$ cat config.mk
export PLATFORM = sky130hd
export DESIGN_NAME = audio_sample_fifo
export DESIGN_NICKNAME = d
export VERILOG_FILES = /design/src/rtl/audio_sample_fifo.sv
export SDC_FILE = /design/constraint.sdc
export NUM_CORES = 1
export LEC_CHECK = 0
export BUFFER_PORTS_ARGS = -buffer_cell sky130_fd_sc_hd__buf_2
export CAP_MARGIN = 10
export CORE_MARGIN = 3
export CORE_UTILIZATION = 50
export DETAILED_ROUTE_END_ITERATION = 7
export PLACE_DENSITY = 0.67
export SETUP_SLACK_MARGIN = 0.15
export SYNTH_ARGS = -nofsm -noshare
export SYNTH_HDL_FRONTEND = slang
export SYNTH_SLANG_ARGS = --single-unit
$ cat constraint.sdc
create_clock -name AUD_XCK -period 3.4 [get_ports AUD_XCK]
set_input_delay 0.68 -clock AUD_XCK [delete_from_list [all_inputs] [get_ports AUD_XCK]]
set_output_delay 0.68 -clock AUD_XCK [all_outputs]
set_load 0.01 [all_outputs]
$ cat src/rtl/audio_sample_fifo.sv
// PCM sample FIFO feeding an I2S transmitter; samples are popped on AUD_LRCK edges.
// Optional feature: define AUDIO_VOLUME_EN to add a 3-bit arithmetic-shift volume input.
module audio_sample_fifo #(
  parameter int ADDR_W = 4,
  parameter int STEREO = 0
) (
  input  logic              AUD_XCK,
  input  logic              reset_n,
  input  logic [15:0]       wr_data,
  input  logic              wr_valid,
  output logic              wr_ready,
  input  logic              AUD_LRCK,
  output logic [15:0]       audiodata,
  output logic [ADDR_W:0]   fifo_level,
  output logic              underflow,
  input  logic              clr_underflow
`ifdef AUDIO_VOLUME_EN
  ,
  input  logic [2:0]        volume
`endif
);

  localparam int              DEPTH = 1 << ADDR_W;
  localparam logic [ADDR_W:0] FULL  = (ADDR_W+1)'(DEPTH);

  logic signed [15:0] mem [DEPTH];
  logic [ADDR_W-1:0]  wr_ptr;
  logic [ADDR_W-1:0]  rd_ptr;
  logic               s1, s2, s3;
  logic               lrck_rise, lrck_fall, pop_due;
  logic               empty, do_wr, do_pop;
  logic signed [15:0] head_sample;
  logic signed [15:0] pop_sample;

`ifdef AUDIO_VOLUME_EN
  function automatic logic signed [15:0] scale_sample(input logic signed [15:0] s,
                                                      input logic [2:0] sh);
    return s >>> sh;
  endfunction
`endif

  assign lrck_rise   = s2 & ~s3;
  assign lrck_fall   = ~s2 & s3;
  assign pop_due     = lrck_rise | ((STEREO != 0) & lrck_fall);
  assign empty       = (fifo_level == '0);
  assign wr_ready    = (fifo_level != FULL);
  assign do_wr       = wr_valid & wr_ready;
  assign do_pop      = pop_due & ~empty;
  assign head_sample = mem[rd_ptr];

`ifdef AUDIO_VOLUME_EN
  assign pop_sample = scale_sample(head_sample, volume);
`else
  assign pop_sample = head_sample;
`endif

  // Sample storage: data only, no reset needed since pointers define validity
  always_ff @(posedge AUD_XCK) begin
    if (do_wr) mem[wr_ptr] <= wr_data;
  end

  always_ff @(posedge AUD_XCK) begin
    if (!reset_n) begin
      // Preload the synchronizer with the live LRCK so release sees no edge
      s1         <= AUD_LRCK;
      s2         <= AUD_LRCK;
      s3         <= AUD_LRCK;
      wr_ptr     <= '0;
      rd_ptr     <= '0;
      fifo_level <= '0;
      audiodata  <= '0;
      underflow  <= 1'b0;
    end else begin
      s1 <= AUD_LRCK;
      s2 <= s1;
      s3 <= s2;

      if (do_wr)  wr_ptr <= wr_ptr + ADDR_W'(1);
      if (do_pop) rd_ptr <= rd_ptr + ADDR_W'(1);

      case ({do_wr, do_pop})
        2'b10:   fifo_level <= fifo_level + (ADDR_W+1)'(1);
        2'b01:   fifo_level <= fifo_level - (ADDR_W+1)'(1);
        default: fifo_level <= fifo_level;
      endcase

      // An empty FIFO at frame time sends silence rather than stale data
      if (pop_due) audiodata <= do_pop ? pop_sample : 16'h0000;

      if (pop_due && empty)  underflow <= 1'b1;
      else if (clr_underflow) underflow <= 1'b0;
    end
  end

endmodule

Yosys cells after proc, flatten, opt, wreduce, memory -nomap -nowiden --
Memories as Yosys holds them, arrays and structs flattened. A register that Yosys moved wholly into a read port is not among the register bits. Cells that the tools add are included.
Word-level totals: bits in registers 33, latch bits 0, RAM bits 256, memory bits (read-only) 0, bits of input ports 21, memories kept 1
Memory list:
- mem | words 16, bits a word 16, rd ports 1, clocked after Yosys merged registers in 1, write ports 1, line 26 | logic signed [15:0] mem [DEPTH];
Cells by class: add/sub/neg operators 4, multipliers 0, div/mod/pow operators 0, magnitude comparators 0, equality and inequality tests 3, shifts and indexed selects 0, mux-type cells 10, bitwise logic cells 5, reductions and logical operators 4
Operators with widths (number):
- 16-bit 2-to-1 mux | 1
- 5-bit one-hot mux with 2 select lines | 1
- 4-bit by 1-bit adder with 4-bit output (second input constant) | 2
- 4-bit 2-to-1 mux | 2
- 1-bit 2-to-1 mux | 6
- 5-bit by 1-bit adder with 5-bit output (second input constant) | 1
- 5-bit logical NOT | 1
- 5-bit != test (second input constant) | 1
- 5-bit by 1-bit subtractor with 5-bit output (second input constant) | 1
- 2-bit nonzero test | 2
- 1-bit bitwise AND | 3
- 2-bit by 1-bit == test with 1-bit output (second input constant) | 1
- 2-bit == test (second input constant) | 1
- 1-bit NOT | 2
- 1-bit logical AND | 1

Logic depth before layout (Yosys ltp) --
depth after elaboration 5, depth in mapped cells 12

Worst setup path before layout --
OpenSTA, ideal clock, no wires.
kind register to register, start point register fifo_level[2], end point memory mem[0][0], enable pin, setup time 409 ps, arrival 2458 ps, data required time 2991 ps, setup slack 533 ps, cell stages (with the launch flop) 6, path buffers 1, path through dfxtp_1 clkbuf_1 nor4_1 a21boi_1 nand2_1 nor3_1
On the way: longest elaborated chain between the ends 4
Ends and longest elaborated chain:
- from (decl) | line 14 | output logic [ADDR_W:0] fifo_level,
- from (signal assigned) | line 82 | 2'b10: fifo_level <= fifo_level + (ADDR_W+1)'(1);
- from (signal assigned) | line 83 | 2'b01: fifo_level <= fifo_level - (ADDR_W+1)'(1);
- from (signal assigned) | line 84 | default: fifo_level <= fifo_level;
- 5-bit != test | line 46 | assign wr_ready = (fifo_level != FULL);
- 1-bit bitwise AND | line 47 | assign do_wr = wr_valid & wr_ready;
- 1-bit 2-to-1 mux | line 59 | if (do_wr) mem[wr_ptr] <= wr_data;
- 1-bit 2-to-1 mux (not written as such) | line 59
- to (decl) | line 26
Every way passes these cells.

Worst setup path in the final report --
start point register fifo_level[2], end point register fifo_level[4]
On the way: longest elaborated chain between the ends 5, elaborated cells between the ends (all ways) 11, classes of those cells 2 x add/sub; 3 x eq/ne; 1 x mux; 3 x bitwise; 2 x reduce/logical
Ends and longest elaborated chain:
- branches (longest 5 deep; another with 5-bit by 1-bit subtractor with 5-bit output)
Several ways; the timed one is not identified. A chain may end at the register's enable or synchronous reset.

==> flow_metrics.env <==
export IMPL_clk_latency_ns=0.53
export IMPL_maxSlewHeadroom_pct=21.29
export IMPL_fmax_ghz=0.3315
export IMPL_start_kind="flip-flop"
export IMPL_ant_nets=0
export IMPL_netlist_area_sq_um=11280
export IMPL_die_x_um=156.2
export IMPL_cp_end_kind="flip-flop"
export IMPL_yosysSeqAreaShare_pct=74.70
export IMPL_r2r_slack_ns=0.38
export IMPL_gp_congestion=0.8280
export IMPL_start_util_pct=51.22
export IMPL_worst_setup_path_type="flip-flop to flip-flop"
export IMPL_num_rows=54
export IMPL_synth_warnings=0
export IMPL_period_needed_ns=3.017
export IMPL_routed_wl_um=22940
export IMPL_die_h_um=156.2
export IMPL_grt_pass1_wl_um=35050
export IMPL_ys_types=40
export IMPL_place_inst=879
export IMPL_track_usage_pct=19.24
export IMPL_finalHoldViolations=0
export IMPL_synth_top_area_cell="edfxtp_1"
export IMPL_htreeDepth=1
export IMPL_worstMarginPinSlew_ns=1.179
export IMPL_drv_cap=0
export IMPL_avgRoutedWirePerCell_um=24.61
export IMPL_final_area_sq_um=12880
export IMPL_diodes=0
export IMPL_cts_clk_slew_worst_paths_ns=0.06
export IMPL_drt_vias_per_instance=5.911
export IMPL_vias=5509
export IMPL_rsz0062_at_grt="no"
export IMPL_mostFrequentLayoutCell="edfxtp_1"
export IMPL_placed_area_sq_um=11960
export IMPL_async_flop_share_pct=0
export IMPL_layout_common_cells="edfxtp_1 (256), mux4_2 (64), buf_2 (43)"
export IMPL_status="finished, final reports clean"
export IMPL_utilization_pct=58.46
export IMPL_synth_avg_cell_area_sq_um=20.18
export IMPL_setup_viol=0
export IMPL_final_setup_tns_ns=0
export IMPL_fill_cells=1602
export IMPL_synth_seq_cells=293
export IMPL_whs_ns=0.2724
export IMPL_drv_slew=0
export IMPL_cts_tree="built"
export IMPL_first_iter_violations=377
export IMPL_ios=44
export IMPL_required_ns=3.86
export IMPL_antenna_found_initial=1
export IMPL_dp_hpwl_um=13670
export IMPL_finish_net_count=659
export IMPL_clock_skew_ns=0.008942
export IMPL_first_pass_iters=5
export IMPL_power_density_nw_per_um2=599.1
export IMPL_cts_root_buffer="clkbuf_16"
export IMPL_drc=0
export IMPL_path_max_fanout=12
export IMPL_cts_sinks=293
export IMPL_synth_top_area_share_pct=68.14
export IMPL_area_growth_pct=14.13
export IMPL_vdd_ir_drop_max_mv=0.4134
export IMPL_drive_above_1_share_pct=34.05
export IMPL_cp_data_arrival_time_ns=3.48
export IMPL_synth_edf_count=256
export IMPL_post_cts_buffers=0
export IMPL_die_area_sq_um=24400
export IMPL_yosys_top_cells_area="edfxtp_1 (68%), mux4_2 (13%), dfxtp_1 (6.6%)"
export IMPL_grt_max_degree=37
export IMPL_io_buffers=43
export IMPL_leakage_nw=4.214
export IMPL_grt_pass1_vias=5722
export IMPL_grt_ovfl_total=0
export IMPL_cts_buffers=29
export IMPL_synth_ff_type="edfxtp_1"
export IMPL_worst_hold_path_type="input port to flip-flop"
export IMPL_period_share_pct=88.73
export IMPL_syn_num_nets=588
export IMPL_core_area_sq_um=22030
export IMPL_syn_inst=559
export IMPL_stdcell_count=932
export IMPL_clockBufferDepth=3
## path summary, 6_finish.rpt
kind,endpoint,start,cells past startpoint
worst max-delay path,fifo_level[4]$_SDFFE_PN0P_,fifo_level[2]$_SDFFE_PN0P_,10
worst min-delay path,s1$_DFF_P_,AUD_LRCK,1
worst max register to register,fifo_level[4]$_SDFFE_PN0P_,fifo_level[2]$_SDFFE_PN0P_,10
worst min register to register,s2$_DFF_P_,s1$_DFF_P_,2
## layout make-up
class | count | area [sq um] | share of cell area, %
sequential | 293 | 8434 | 65.50
tap | 280 | 350.3 | 2.721
timing repair buffer | 70 | 442.9 | 3.440
multi-input combinational | 229 | 2713 | 21.07
inverter | 7 | 26.28 | 0.2041
clock inverter | 8 | 38.79 | 0.3012
clock buffer | 45 | 870.8 | 6.763
## per-stage QoR
stage,setup slack (ns),power [mW]
floorplan,0.5330,4.562
global placement,0.6414,4.761
detailed placement,0.4306,4.790
CTS,0.3927,7.763
global route,0.2245,7.971
finish,0.3833,7.714
## registers in the layout, indices dropped and copies added, names as in the netlist, named ones only
name,cells
s1,1
s2,1
rd_ptr,4
audiodata,16
fifo_level,5
wr_ptr,4
s3,1
underflow,1
mem,256
## synthesized netlist by cell type, types with 2 or more instances
cell	count
edfxtp_1	256
mux4_2	64
nor2_1	39
dfxtp_1	37
mux2i_1	20
a221o_1	16
mux2_2	16
nand2_1	16
clkbuf_1	14
ha_1	8
inv_1	7
nor3_1	6
xor2_1	6
buf_2	5
a21oi_1	4
buf_6	4
nand2b_1	4
buf_1	3
buf_4	3
nor2b_1	3
o211ai_1	3
a22oi_1	2
nand3_1	2
o21a_1	2
o21ai_0	2
or3_1	2
xnor2_1	2
## routing by layer
metal  share of wire, %  GRT usage (%)
met1                 42          26.87
met2                 50          31.69
met3                5.8          3.346
met4                2.8          5.669
met5              0.057              0
## kinds of logic after synthesis
| family | share of synthesized area, % |
|---|---|
| flip-flops | 74.70 |
| AO/OA/AOI/OAI | 2.850 |
| multiplexers | 16.15 |
| adder cells (fa/ha/maj) | 0.8872 |
| AND/OR/NAND/NOR | 3.039 |
| buffers and inverters | 1.752 |
| XOR/XNOR | 0.6211 |
## what timing repair did
action	in CTS	in global routing
resized for setup	0	1
hold buffers	0	0
setup endpoints to repair	0	1
## power breakdown
group | internal, mW | leakage, nW | switching [mW]
combinational | 0.259 | 1.14 | 0.330
clock | 1.75 | 0.463 | 1.24
sequential | 4.02 | 2.62 | 0.115
## worst max-delay path: stages (launching register included)
cell and delay, ns:
dfxtp_1 0.42, or4_4 0.60, o21ai_4 0.21, inv_1 0.13, ha_1 0.32, xor2_1 0.24
ha_1 0.18, a21oi_1 0.07, or3_1 0.38, a31oi_1 0.21, mux2i_1 0.19
No activity file was read; power rests on OpenSTA's default activity.
